<file path="config.mk">
export PLATFORM = sky130hd
export DESIGN_NAME = writeback_stage
export DESIGN_NICKNAME = d
export VERILOG_FILES = /design/src/rtl/writeback_stage.sv
export SDC_FILE = /design/constraint.sdc
export NUM_CORES = 1
export LEC_CHECK = 0
export BUFFER_PORTS_ARGS = -buffer_cell sky130_fd_sc_hd__buf_4
export CAP_MARGIN = 20
export CORE_ASPECT_RATIO = 0.8
export CORE_UTILIZATION = 24
export CTS_CLUSTER_SIZE = 25
export DETAILED_ROUTE_END_ITERATION = 10
export SLEW_MARGIN = 5
export SYNTH_ARGS = -nofsm -noshare
export SYNTH_HDL_FRONTEND = slang
export SYNTH_SLANG_ARGS = --single-unit
</file>
<file path="constraint.sdc">
create_clock -name clk -period 2.25 [get_ports clk]
set_clock_uncertainty 0.1 [all_clocks]
set_input_delay 0.225 -clock clk [delete_from_list [all_inputs] [get_ports clk]]
set_output_delay 0.225 -clock clk [all_outputs]
set_load 0.02 [all_outputs]
</file>
<file path="src/rtl/writeback_stage.sv">
// Final pipeline stage: selects ALU / load / link data, drives the register-file write
// port, holds upstream while a load waits for its response, and counts retirements.
module writeback_stage #(
   parameter int unsigned XLEN         = 32,
   parameter int unsigned LOAD_TIMEOUT = 16,
   // Reset value of retired_cnt (normally 0)
   parameter logic [31:0] CNT_RESET    = 32'h0000_0000
) (
   input  logic            clk,
   input  logic            rst,
   input  logic            in_valid,
   output logic            in_ready,
   input  logic            in_rf_wb,
   input  logic [1:0]      in_wb_src,
   input  logic [4:0]      in_rd,
   input  logic [2:0]      in_funct3,
   input  logic [XLEN-1:0] in_alu_result,
   input  logic [XLEN-1:0] in_pc_plus_4,
   input  logic            mem_rsp_valid,
   input  logic [XLEN-1:0] mem_rsp_data,
   output logic [XLEN-1:0] wb_data,
   output logic [4:0]      wadr,
   output logic            we_wb,
   output logic            stall_wb,
   output logic            retire,
   output logic [31:0]     retired_cnt,
   output logic            misalign_err,
   output logic            timeout_err
);

   localparam int unsigned TW = (LOAD_TIMEOUT > 1) ? $clog2(LOAD_TIMEOUT) : 1;
   localparam logic [TW-1:0] TimerLast = TW'(LOAD_TIMEOUT - 1);

   typedef enum logic [0:0] {StIdle, StWaitLoad} state_e;

   state_e            state_q, state_d;
   logic [TW-1:0]     timer_q, timer_d;
   logic [4:0]        ld_rd_q, ld_rd_d;
   logic [2:0]        ld_funct3_q, ld_funct3_d;
   logic [1:0]        ld_addr_q, ld_addr_d;
   logic              ld_rf_wb_q, ld_rf_wb_d;
   logic [XLEN-1:0]   wb_data_q, wb_data_d;
   logic [4:0]        wadr_q, wadr_d;
   logic              we_q, we_d;
   logic              retire_q, retire_d;
   logic [31:0]       cnt_q, cnt_d;
   logic              mis_q, mis_d;
   logic              to_q, to_d;
   logic              transfer;

   function automatic logic [XLEN-1:0] align_load(input logic [2:0] f3,
                                                  input logic [1:0] a,
                                                  input logic [XLEN-1:0] d);
      logic [7:0]  b;
      logic [15:0] h;
      b = d[8*a +: 8];
      h = d[16*a[1] +: 16];
      case (f3)
         3'b000:  align_load = {{(XLEN-8){b[7]}}, b};
         3'b001:  align_load = {{(XLEN-16){h[15]}}, h};
         3'b100:  align_load = {{(XLEN-8){1'b0}}, b};
         3'b101:  align_load = {{(XLEN-16){1'b0}}, h};
         default: align_load = d;
      endcase
   endfunction

   // Illegal load encodings are reported through the same misalign path.
   function automatic logic load_misaligned(input logic [2:0] f3, input logic [1:0] a);
      case (f3)
         3'b000, 3'b100: load_misaligned = 1'b0;
         3'b001, 3'b101: load_misaligned = a[0];
         3'b010:         load_misaligned = (a != 2'b00);
         default:        load_misaligned = 1'b1;
      endcase
   endfunction

   assign in_ready = (state_q == StIdle);
   assign transfer = in_valid & in_ready;

   always_comb begin
      state_d     = state_q;
      timer_d     = timer_q;
      ld_rd_d     = ld_rd_q;
      ld_funct3_d = ld_funct3_q;
      ld_addr_d   = ld_addr_q;
      ld_rf_wb_d  = ld_rf_wb_q;
      wb_data_d   = wb_data_q;
      wadr_d      = wadr_q;
      we_d        = 1'b0;
      retire_d    = 1'b0;
      mis_d       = 1'b0;
      to_d        = 1'b0;
      cnt_d       = cnt_q;

      unique case (state_q)
         StIdle: begin
            if (transfer) begin
               if (in_wb_src == 2'b10) begin
                  if (load_misaligned(in_funct3, in_alu_result[1:0])) begin
                     mis_d    = 1'b1;
                     retire_d = 1'b1;
                  end else if (mem_rsp_valid) begin
                     wb_data_d = align_load(in_funct3, in_alu_result[1:0], mem_rsp_data);
                     wadr_d    = in_rd;
                     we_d      = in_rf_wb & (in_rd != 5'd0);
                     retire_d  = 1'b1;
                  end else begin
                     ld_rd_d     = in_rd;
                     ld_funct3_d = in_funct3;
                     ld_addr_d   = in_alu_result[1:0];
                     ld_rf_wb_d  = in_rf_wb;
                     timer_d     = '0;
                     state_d     = StWaitLoad;
                  end
               end else begin
                  wb_data_d = (in_wb_src == 2'b00) ? in_pc_plus_4 : in_alu_result;
                  wadr_d    = in_rd;
                  we_d      = in_rf_wb & (in_rd != 5'd0);
                  retire_d  = 1'b1;
               end
            end
         end
         StWaitLoad: begin
            // A response on the last allowed cycle beats the timeout.
            if (mem_rsp_valid) begin
               wb_data_d = align_load(ld_funct3_q, ld_addr_q, mem_rsp_data);
               wadr_d    = ld_rd_q;
               we_d      = ld_rf_wb_q & (ld_rd_q != 5'd0);
               retire_d  = 1'b1;
               state_d   = StIdle;
            end else if (timer_q == TimerLast) begin
               to_d    = 1'b1;
               state_d = StIdle;
            end else begin
               timer_d = timer_q + TW'(1);
            end
         end
         default: state_d = StIdle;
      endcase

      if (retire_d) begin
         cnt_d = cnt_q + 32'd1;
      end
   end

   always_ff @(posedge clk or negedge rst) begin
      if (!rst) begin
         state_q     <= StIdle;
         timer_q     <= '0;
         ld_rd_q     <= '0;
         ld_funct3_q <= '0;
         ld_addr_q   <= '0;
         ld_rf_wb_q  <= 1'b0;
         wb_data_q   <= '0;
         wadr_q      <= '0;
         we_q        <= 1'b0;
         retire_q    <= 1'b0;
         cnt_q       <= CNT_RESET;
         mis_q       <= 1'b0;
         to_q        <= 1'b0;
      end else begin
         state_q     <= state_d;
         timer_q     <= timer_d;
         ld_rd_q     <= ld_rd_d;
         ld_funct3_q <= ld_funct3_d;
         ld_addr_q   <= ld_addr_d;
         ld_rf_wb_q  <= ld_rf_wb_d;
         wb_data_q   <= wb_data_d;
         wadr_q      <= wadr_d;
         we_q        <= we_d;
         retire_q    <= retire_d;
         cnt_q       <= cnt_d;
         mis_q       <= mis_d;
         to_q        <= to_d;
      end
   end

   assign stall_wb     = ~in_ready;
   assign wb_data      = wb_data_q;
   assign wadr         = wadr_q;
   assign we_wb        = we_q;
   assign retire       = retire_q;
   assign retired_cnt  = cnt_q;
   assign misalign_err = mis_q;
   assign timeout_err  = to_q;

endmodule

</file>
==> results of run 1 <==
-- where the power goes --
group / leakage (µW) / internal [µW] / switching [µW]
sequential: 0.00109 / 1890 / 298
clock: 0.000133 / 811 / 653
combinational: 0.00224 / 904 / 1140
total: 0.00346 / 3600 / 2090
-- cell type report --
class	instances	area share, %
Clock buffer	14	3.34
Inverter	17	0.806
Timing Repair Buffer	218	21.4
Antenna cell	2	0.0632
Multi-Input combinational cell	490	41.2
Clock inverter	2	0.158
Sequential cell	89	28.2
Tap cell	312	4.93
-- per-layer routing --
layer  vias up  GRT usage, %  part of all wire, %
met2       231          26.0                   45
met1      2862          23.2                   45
met3        25          4.61                  8.2
met5         -             0                    0
met4         0          4.49                  1.6
li1       2772             -                    -
-- how the worst max path moves through the flow --
stage / to / slack, ns / cells after the start
6_report: wb_data[11] / 0.21 / 4
5_1_grt: retired_cnt[25] / 0.04 / 5
4_1_cts: wb_data[2] / 0.22 / 5
3_5_place_dp: wb_data[22] / 0.02 / 6
3_3_place_gp: wb_data[22] / 0.04 / 6
2_1_floorplan: wb_data[20] / 0.23 / 7
-- flip-flops by register name, indices dropped and copies added, names as in the netlist --
name / flops
ld_addr_q: 2
ld_funct3_q: 3
ld_rd_q: 5
ld_rf_wb_q: 1
misalign_err: 1
retire: 1
retired_cnt: 32
stall_wb: 1
timeout_err: 1
timer_q: 4
wadr: 5
wb_data: 32
we_wb: 1
-- kinds of logic after synthesis --
logic type	after synthesis
xor gates and xnor gates	33
and+or+nand+nor	224
AOI/OAI and AO/OA	201
muxes	30
DFF	89
adders and majority gates	2
buffers and inverters	67
-- stage by stage --
stage	total power (µW)	hold WS [ns]	utilization (%)	cells
final	5690	0.0184	33.7	1144
after global routing	6030	0.0360	33.7	1142
after CTS	5750	0.0102	33.7	1142
after detailed placement	4240	0.0770	32.2	1119
after global placement	4220	0.0804	32.2	1119
after floorplan	3290	-0.171	-	646
-- worst reg2reg max path: cells and delay by family (launching register included) --
family,cells,cell delay (ns)
AO/OA/AOI/OAI,2,0.55
flip-flops,1,0.44
AND/OR/NAND/NOR,1,0.68
buffers and inverters,1,0.20
-- cell usage after synthesis (all sizes together) (2+ instances only) --
library cell	n	area, µm²
a2111oi	2	23.8
a211oi	7	52.6
a21oi	30	173
a221oi	15	131
a22o	17	149
a22oi	14	105
a311oi	9	78.8
a31oi	8	50.1
and2	8	50.1
and3	5	31.3
buf	15	95.1
clkbuf	35	131
dfrtp	89	2230
ha	2	25.0
inv	16	60.1
mux2	21	236
mux2i	8	80.1
nand2	96	360
nand2b	8	50.1
nand3	19	95.1
nand4	7	43.8
nor2	25	93.8
nor2b	15	93.8
nor3	15	80.1
nor3b	4	30.0
nor4	14	93.8
o2111ai	2	17.5
o211ai	18	190
o21ai	39	199
o221ai	7	61.3
o31ai	14	105
o32ai	14	123
or2	3	21.3
or3b	2	17.5
or4	2	15.0
xnor2	9	78.8
xor2	24	210
-- what timing repair did --
action,4_1_cts,5_1_grt
hold endpoints to repair,29,0
hold buffers,7,0
gates resized for setup,0,1
endpoints found under the setup margin,0,7
buffers inserted,0,0
==> results.md, run 1 <==
- The synthesis-to-finish area growth is 37.5%.
- At the worst endpoint, the arrival time is 2.20 ns.
- The post-synthesis xor/xnor area fraction is 5.02%.
- After detailed routing, the total wire length is 21.0 mm.
- Clock-pin slew was measured on the worst setup and hold paths at 0.07 ns.
- The total count of max-transition violations in the final report is 0.
- The total track usage is 16.9%.
- Summing over every cut layer, the via total after detailed routing is 5,890.
- The worst setup path is launched from a register.
- The number of synthesized flops with an enable pin is 0.
- The origin of the critical flop-to-flop path is stall_wb.
- The final-layout setup total negative slack is 0 ns.
- For this configuration, the core starts out at a cell density of 24.5%.
- The signal on the critical path passes through buf_12, nor4_2, o221ai_1, a31oi_1.
- The setup slack after layout is 0.213 ns.
- The critical path's largest stage delay is 0.66 ns.
- The endpoint of the worst-slack reg-to-reg timing path is wb_data[11].
- The tightest min-delay check is of the primary input to register type.
- Setup repair after global routing left no endpoint under its margin.
- The cell area after layout is 0.00791 mm².
- Of all flip-flops after synthesis, the portion carrying an async set or reset was 100%.
- The maximum vdd ir drop is 0.493 mV.
- The routed length per instance is 18.4 µm.
- The maximum operating frequency is 491 MHz.
- The cell chosen for the clock root is clkbuf_16.
- The arithmetic-cell share of the synthesized area counting full adders, half adders and majority gates is 0.435%.
- The x dimension of the die is 175 µm.
- The most frequent standard cell in the layout excluding fill and tap cells is buf_4.
- The TritonCTS clock tree is yes.
- The worst min-delay path startpoint is in_funct3[2].
- The post-route antenna net violation count is 0.
- The placement-stage worst setup slack is 0.0247 ns.
- The fraction of layout cells with a size suffix above 1 is 32.7%.
- The library cells used most frequently in the layout, excluding fill and tap cells, are buf_4 (208), nand2_1 (96), dfrtp_1 (88).
- The setup violation total in the final timing report is 0.
- The total leakage power is 0.00346 µW.
- Counting I/O delays and the setup requirement, the final critical path takes 2.04 ns.
- The area of the die is 0.0246 mm².
- The headroom to the max-slew limit is 53.7%.
- In the synthesized netlist the dominant register cell turns out to be dfrtp_1.
- The number of fillers in the final layout is 2,443.
- The nature of the critical path endpoint is a register.
- The die is 141 µm tall.
- The number of warning messages in the yosys log is 0.
- The critical path buffer and inverter count is 1.
- The path type of the worst setup path is register to register.
- In this run the mean area of a mapped cell was 8.91 µm².
- The first-pass GRT wire length is 32.4 mm.
- The post-synthesis instance total is 646.
- After detailed placement, the total cell area comes to 0.00756 mm².
- The synthesized netlist devotes 26.1% of its cell area to compound gates.
- The area inside the core boundary is 0.0235 mm².
- In the finished design, the share of the clock period the worst path needs comes to 90.5%.
- The register-to-register path setup slack is 0.21 ns.
- Global routing finished with a remaining overflow of 0.
- The H-tree depth reported by CTS is 3.
- The post-synthesis sequential area ratio is 38.7%.
- At the later pin of the worst-skew pair, clock insertion delay measures 0.35 ns.
- For the pin with the worst max-slew slack, the measured transition is 0.689 ns.
- For hold timing, the worst endpoint is ld_funct3_q[2].
- The number of ports placed on the die boundary is 186.
- The synthesized netlist net count is 759.
- The dominant combinational cell family by area after synthesis is compound AO/OA/AOI/OAI gates.
- The clock tree buffer depth is 2.
- The slowest stage of the critical path belongs to the cell nor4_2.
- After the last flow step, the layout net total stands at 938.
- The top fanout value on the critical path is 48.
- Summed over all nets, the half-perimeter wirelength after detailed placement is 15.8 mm.
- Summing every instance area after synthesis gives 0.00576 mm².
- The flop and latch count out of synthesis is 89.
- The netlist uses 58 different library cells.
- The cell family contributing the most delay on the critical path is simple AND/OR/NAND/NOR gates.
- For this run, design rule violations remaining after detail routing come to 0.
- Measured in cells, the most critical reg-to-reg path has a length of 4.
- At the worst endpoint, the required time is 2.42 ns.
- The multi-input combinational cells in the finished layout cover a total of 0.00326 mm².
- The total count of hold-check failures in the final report was 0.
- The count of buffers inserted at the top-level ports is 185.
- The synthesized-area fraction occupied by and/or/nand/nor cells is 18.8%.
- The number of clock buffers added by TritonCTS is 9.
- Of the post-synthesis cell area, the part taken by muxes is 5.89%.
- The via-per-instance ratio is 5.15.
- The largest net degree at the start of global routing is 49.
- At the end of routability-driven placement, the weighted congestion stood at 0.871.
- Counting every sink on the clock net gives 89.
- The power per cell area is 719 mW/mm².
- The number of optimization iterations in the first detailed-route pass is 5.
- The count of standard-cell rows is 50.
- The initial antenna violation count is 2.
- The critical path launch point is stall_wb.
- The number of global-route vias before repair is 5,625.
- The DRC marker count from the first detailed-route iteration is 485.
- The flow ran to the end, and the final reports show no timing, DRC or antenna violations.
- Across the whole layout, storage elements account for 0.00223 mm².
- The count of maximum capacitance violations is 0.
- Counting instances, the worst hold path has a depth of 3.
Note: power is estimated with default switching activity, not from simulation.
==> inputs of run 2 (changes only) <==
Settings changed: CTS_BUF_LIST set to sky130_fd_sc_hd__clkbuf_8.
==> results.md, run 2 (same netlist as run 1, synthesis figures left out) <==
- The total track usage is 17.0% (+0.088 points).
- The clock tree buffer depth is 2 (unchanged).
- The maximum vdd ir drop is 0.492 mV (about the same).
- The count of standard-cell rows was 50 (unchanged).
- The utilization after layout is 33.3% (-0.39 points).
- The headroom to the max-slew limit is 52.1% (-1.6 points).
- The wire length after detailed routing was 21.0 mm (+0.10%).
- The die height was 141 µm (unchanged).
- The final-layout setup total negative slack came to 0 ns (unchanged).
- The initial standard-cell utilization of the core is 24.5% (unchanged).
- The post-route antenna net violation count is 0 (unchanged).
- The post-detailed-route DRC marker count is 0 (unchanged).
- The H-tree depth reported by CTS came to 3 (unchanged).
- The maximum operating frequency was 488 MHz (-0.53%).
- The nature of the critical path endpoint is a register.
- The HPWL reported at the end of detailed placement came to 15.8 mm (unchanged).
- The x dimension of the die came to 175 µm (unchanged).
- The library cells used most frequently in the layout, excluding fill and tap cells, are buf_4 (208), nand2_1 (96), dfrtp_1 (88).
- The largest net degree at the start of global routing is 49 (unchanged).
- The setup slack after layout is 0.202 ns (-0.0108 ns).
- The number of optimization iterations in the first detailed-route pass is 5 (unchanged).
- The total design power is 5300 µW (-6.9%).
- The tightest min-delay check is of the primary input to register type.
- The post-CTS setup buffer count is 0 (unchanged).
- The count of buffers inserted at the top-level ports is 185 (unchanged).
- The total clock sinks is 89 (unchanged).
- The routed length per instance was 18.4 µm (about the same).
- The cell chosen for the clock root is clkbuf_8.
- The data arrival time of the worst path came to 2.25 ns (+0.05 ns).
- The area inside the core boundary is 0.0235 mm² (unchanged).
- The total count of hold-check failures in the final report is 0 (unchanged).
- The critical path buffer and inverter count is 1 (unchanged).
- The number of instances on the worst hold path was 3 (unchanged).
- The share of the cycle needed by the critical path after routing came to 91.0% (+0.48 points).
- The DRC marker count from the first detailed-route iteration was 521 (+7.4%).
- The setup violation total in the final timing report is 0 (unchanged).
- The detailed-route via count came to 5,902 (+0.20%).
- The count of maximum capacitance violations is 0 (unchanged).
- The worst-margin pin slew is 0.713 ns (+0.0236 ns).
- The number of global-route vias before repair is 5,618 (-0.12%).
- The critical path's largest stage delay is 0.68 ns (+0.02 ns).
- The final estimated routing congestion in global placement was 0.871 (unchanged).
- The via-per-instance ratio is 5.15 (+0.12%).
- The placement-stage worst setup slack is 0.0247 ns (unchanged).
- The final global-route overflow total is 0 (unchanged).
- The run finished with clean final reports.
- The minimum clock period after layout is 2.05 ns (+0.0108 ns).
- The initial antenna violation count is 2 (unchanged).
- The cell family contributing the most delay on the critical path is simple AND/OR/NAND/NOR gates.
- The most frequent standard cell in the layout excluding fill and tap cells is buf_4.
- The first-pass GRT wire length is 32.5 mm (+0.32%).
- The placed instance area is 0.00756 mm² (unchanged).
- The number of nets in the layout came to 939 (+0.11%).
- The cell at the slowest stage of the critical path is nor4_2.
- The source-to-sink clock delay at the later pin of the worst-skew pair was 0.38 ns (+0.03 ns).
- Setup repair after global routing left no endpoint under its margin.
- The number of fillers in the final layout is 2,463 (+0.82%).
- TritonCTS built the clock tree.
- The required time of the worst setup path was 2.46 ns (+0.04 ns).
- The worst reg2reg path depth is 4 (unchanged).
- The total leakage power was 0.00343 µW (-0.86%).
- The path type of the worst setup path is register to register.
- The top fanout value on the critical path came to 48 (unchanged).
- Relative to the synthesized area, the layout overhead comes to 35.9%.
- The total count of max-transition violations in the final report is 0 (unchanged).
- The cell area after layout is 0.00782 mm² (-1.2%).
- The clock-pin slew on the worst setup and hold paths came to 0.10 ns (+0.03 ns).
- The area of the die came to 0.0246 mm² (unchanged).
- Traced cell by cell, the critical path runs through buf_12, nor4_2, o221ai_1, a31oi_1.
- The fraction of layout cells with a size suffix above 1 is 32.6% (-0.039 points).
- STA classifies the critical path startpoint as a register.
- The number of ports placed on the die boundary came to 186 (unchanged).
- The number of CTS-inserted buffers is 9 (unchanged).
- The power per cell area is 677 mW/mm² (-5.8%).
- The number of cells on the critical path is 4 (unchanged).
[run 2: cell types whose count changed in the layout (fill, tap and decap cells not counted)]
cell | previous run | this run
dlygate4sd3_1 | 7 | 8
clkbuf_1 | 3 | 0
inv_1 | 16 | 19
clkbuf_8 | 2 | 11
clkbuf_16 | 9 | 0
[run 2: worst reg2reg max path, stage by stage (launching register included)]
cell      delay (ns)
dfrtp_2         0.45
buf_12          0.21
nor4_2          0.69
o221ai_1        0.32
a31oi_1         0.22
[run 2: cell type report]
type | instances | area, µm² | area share, %
Multi-Input combinational cell | 490 | 3260 | 41.7
Sequential cell | 89 | 2230 | 28.5
Timing Repair Buffer | 219 | 1700 | 21.8
Tap cell | 312 | 390 | 4.99
Clock buffer | 11 | 151 | 1.94
Inverter | 17 | 63.8 | 0.816
Clock inverter | 5 | 23.8 | 0.304
Antenna cell | 2 | 5.00 | 0.0640
[run 2: power by group]
part | leakage, µW | switching (µW) | total [µW] | internal (µW)
Combinational | 0.00224 | 1140 | 2040 | 905
Clock | 0.0000991 | 623 | 1070 | 450
Sequential | 0.00109 | 297 | 2180 | 1890
Total | 0.00343 | 2060 | 5300 | 3240
[run 2: timing repair]
item / 4_1_cts / 5_1_grt
hold buffers: 8 / 0
endpoints found under the setup margin: 0 / 7
gates resized for setup: 0 / 1
endpoints found under the hold margin: 34 / 0
[run 2: path summary, 6_finish.rpt]
| check | from | slack (ns) | to |
|---|---|---|---|
| setup / recovery | stall_wb | 0.20 | wb_data[11] |
| hold / removal | in_alu_result[0] | 0.03 | ld_addr_q[0] |
| setup reg to reg | stall_wb | 0.20 | wb_data[11] |
| hold reg to reg | retired_cnt[31] | 0.38 | retired_cnt[31] |
| max in group asynchronous | rst | 1.20 | timeout_err |
| min in group asynchronous | rst | 0.21 | wadr[3] |
[run 2: stage by stage]
step	hold WS, ns	cells
after floorplan	-0.171	646
after global placement	0.0804	1119
after detailed placement	0.0770	1119
after CTS	0.0178	1143
after global routing	0.0266	1143
final	0.0341	1145
[run 2: per-layer routing]
| metal | wire (µm) | vias to the layer above | global-route usage, % |
|---|---|---|---|
| li1 | - | 2766 | - |
| met1 | 9650 | 2885 | 23.3 |
| met2 | 9540 | 232 | 26.2 |
| met3 | 1560 | 19 | 4.67 |
| met4 | 274 | 0 | 4.26 |
| met5 | 0 | - | 0 |
==> inputs of run 3 (changes only) <==
Clock period 2.25 ns to 1.9 ns, I/O delays scaled along.
==> results.md, run 3 (same netlist as run 1, synthesis figures left out) <==
- The library cells used most frequently in the layout, excluding fill and tap cells, are buf_4 (229), nand2_1 (96), dfrtp_1 (86).
- The sequential group share of total power came to 38.9% (-2.3 points).
- The share of total power in combinational logic is 41.2% (+2.6 points).
- The first-pass GRT wire length is 32.6 mm (+0.30%).
- The total count of hold-check failures in the final report is 0 (unchanged).
- The area inside the core boundary came to 0.0235 mm² (unchanged).
- The required time of the worst setup path is 2.06 ns (-0.40 ns).
- The data arrival time of the worst path is 2.01 ns (-0.24 ns).
- The maximum operating frequency came to 542 MHz (+11%).
- The count of non-filler cells in the finished layout is 1,175 (+2.6%).
- The top fanout value on the critical path is 16 (-67%).
- The library cell used most frequently in the layout, excluding fill and tap cells, is buf_4.
- TritonCTS built the clock tree.
- The count of buffers inserted at the top-level ports is 185 (unchanged).
- The total leakage power is 0.00360 µW (+5.0%).
- The wire length after detailed routing is 21.0 mm (about the same).
- The routed length per instance came to 17.9 µm (-2.6%).
- The final-layout setup total negative slack is 0 ns (unchanged).
- The setup violation total in the final timing report is 0 (unchanged).
- The power per cell area is 791 mW/mm² (+17%).
- The utilization after layout is 35.0% (+1.6 points).
- The count of maximum capacitance violations came to 0 (unchanged).
- The count of standard-cell rows is 50 (unchanged).
- The initial standard-cell utilization of the core is 24.5% (unchanged).
- The tightest min-delay check is of the primary input to register type.
- The number of ports placed on the die boundary was 186 (unchanged).
- The via-per-instance ratio came to 5.05 (-2.0%).
- The clock-pin slew on the worst setup and hold paths is 0.11 ns (about the same).
- The HPWL reported at the end of detailed placement was 15.8 mm (+0.13%).
- The number of optimization iterations in the first detailed-route pass came to 5 (unchanged).
- The minimum clock period after layout is 1.85 ns (-0.202 ns).
- The largest net degree at the start of global routing is 57 (+16%).
- The detailed-route via count was 5,934 (+0.54%).
- The initial antenna violation count is 4 (+2).
- The total track usage is 16.9% (-0.074 points).
- The die height is 141 µm (unchanged).
- The switching part of the total power came to 38.9% (about the same).
- The area of the die came to 0.0246 mm² (unchanged).
- The total count of max-transition violations in the final report is 0 (unchanged).
- The post-CTS setup buffer count was 0 (unchanged).
- The number of global-route vias before repair is 5,757 (+2.5%).
- The source-to-sink clock delay at the later pin of the worst-skew pair came to 0.38 ns (about the same).
- The x dimension of the die is 175 µm (unchanged).
- The fraction of layout cells with a size suffix above 1 came to 36.2% (+3.6 points).
- The number of CTS-inserted buffers is 9 (unchanged).
- The post-detailed-route DRC marker count is 0 (unchanged).
- The clock network power share was 19.9% (-0.3 points).
- The cell total after placement is 1,148 (+2.6%).
- The total clock sinks is 89 (unchanged).
- The number of nets in the layout was 969 (+3.2%).
- The H-tree depth reported by CTS was 3 (unchanged).
- The clock tree buffer depth was 2 (unchanged).
- The DRC marker count from the first detailed-route iteration is 477 (-8.4%).
- The total design power is 6490 µW (+22%).
- The share of the cycle needed by the critical path after routing is 97.2% (+6.1 points).
- The maximum vdd ir drop is 0.619 mV (+26%).
- The net switching power came to 2520 µW (+22%).
- The post-route antenna net violation count is 0 (unchanged).
- The headroom to the max-slew limit came to 31.6% (-20 points).
- The final global-route overflow total is 0 (unchanged).
- The final estimated routing congestion in global placement is 0.872 (+0.14%).
- The flow ran to the end, and the final reports show no timing, DRC or antenna violations.
- The worst setup path is launched from a register.
- Setup repair after global routing could not meet its margin everywhere.
- The worst-margin pin slew came to 1.02 ns (+0.311 ns).
- Compared with the post-synthesis result, the final layout area differs by 42.5%.
- The number of fillers in the final layout is 2,462 (-0.041%).
- The nature of the critical path endpoint is a register.
- The internal power consumption is 3970 µW (+22%).
- In this run the clock root is driven by a clkbuf_8.
- The path type of the worst setup path is register to register.
-- run 3: cell types whose count changed in the layout (fill, tap and decap cells not counted), sizes merged --
cell         delta
buf            +29
dlygate4sd3     +1
clkinvlp        +1
clkbuf          -1
clkinv          +1
inv             -1
-- run 3: critical path, cell delays in order, from the launching register on --
cell and delay (ns):
dfrtp_1 0.46, buf_4 0.18, nor2_1 0.13, mux2i_1 0.23, o31a_1 0.19, buf_12 0.16, a21oi_1 0.07, a22o_1 0.20
-- run 3: repair_timing --
action                                  4_1_cts  5_1_grt
hold buffers                                  9        0
endpoints found under the setup margin        9       29
gates resized for setup                       4       12
gates cloned                                  0        0
hold endpoints to repair                     35        0
-- run 3: final timing paths --
path / from / endpoint / slack [ns] / cells after the start
min reg2reg: retired_cnt[31] / retired_cnt[31] / 0.38 / 1
max in group asynchronous: rst / ld_rd_q[1] / 0.93 / 3
max: ld_funct3_q[0] / wb_data[25] / 0.05 / 7
min in group asynchronous: rst / wb_data[14] / 0.21 / 2
max reg2reg: ld_funct3_q[0] / wb_data[25] / 0.05 / 7
min: in_alu_result[16] / wb_data[16] / 0.03 / 4
-- run 3: final cells by class --
cell class	count	area (µm²)	area share, %
multi-input cells	490	3310	40.3
flip-flops and latches	89	2230	27.2
repair buffers	249	2020	24.6
well taps	312	390	4.76
clock buffers	10	138	1.68
inverters	17	63.8	0.778
clock inverters	6	45.0	0.549
diodes	2	5.00	0.0610
-- run 3: power groups by stage --
stage	combinational (µW)	clock, µW	sequential, µW
2_1_floorplan	1040	0	2860
3_3_place_gp	2600	0	2560
3_5_place_dp	2630	0	2550
4_1_cts	2660	1350	2520
5_1_grt	2900	1400	2570
6_report	2670	1290	2520
-- run 3: through the flow --
step	cell area (µm²)	worst slack, ns	hold slack, ns
final	8200	0.0539	0.0320
after global routing	8200	-0.00608	0.0367
after CTS	8150	0.0218	0.0116
after detailed placement	7860	-0.0580	0.0822
after global placement	7860	-0.0381	0.0771
after floorplan	5760	0.0307	-0.206
-- run 3: layer usage --
metal  vias to the layer above  GRT usage, %  wire length (µm)  part of all wire (%)
li1                       2831             -                 -                     -
met1                      2864          23.0              9730                    46
met2                       212          27.0              9560                    46
met3                        25          4.02              1410                   6.7
met4                         2          3.94               278                   1.3
met5                         -             0                17                 0.081
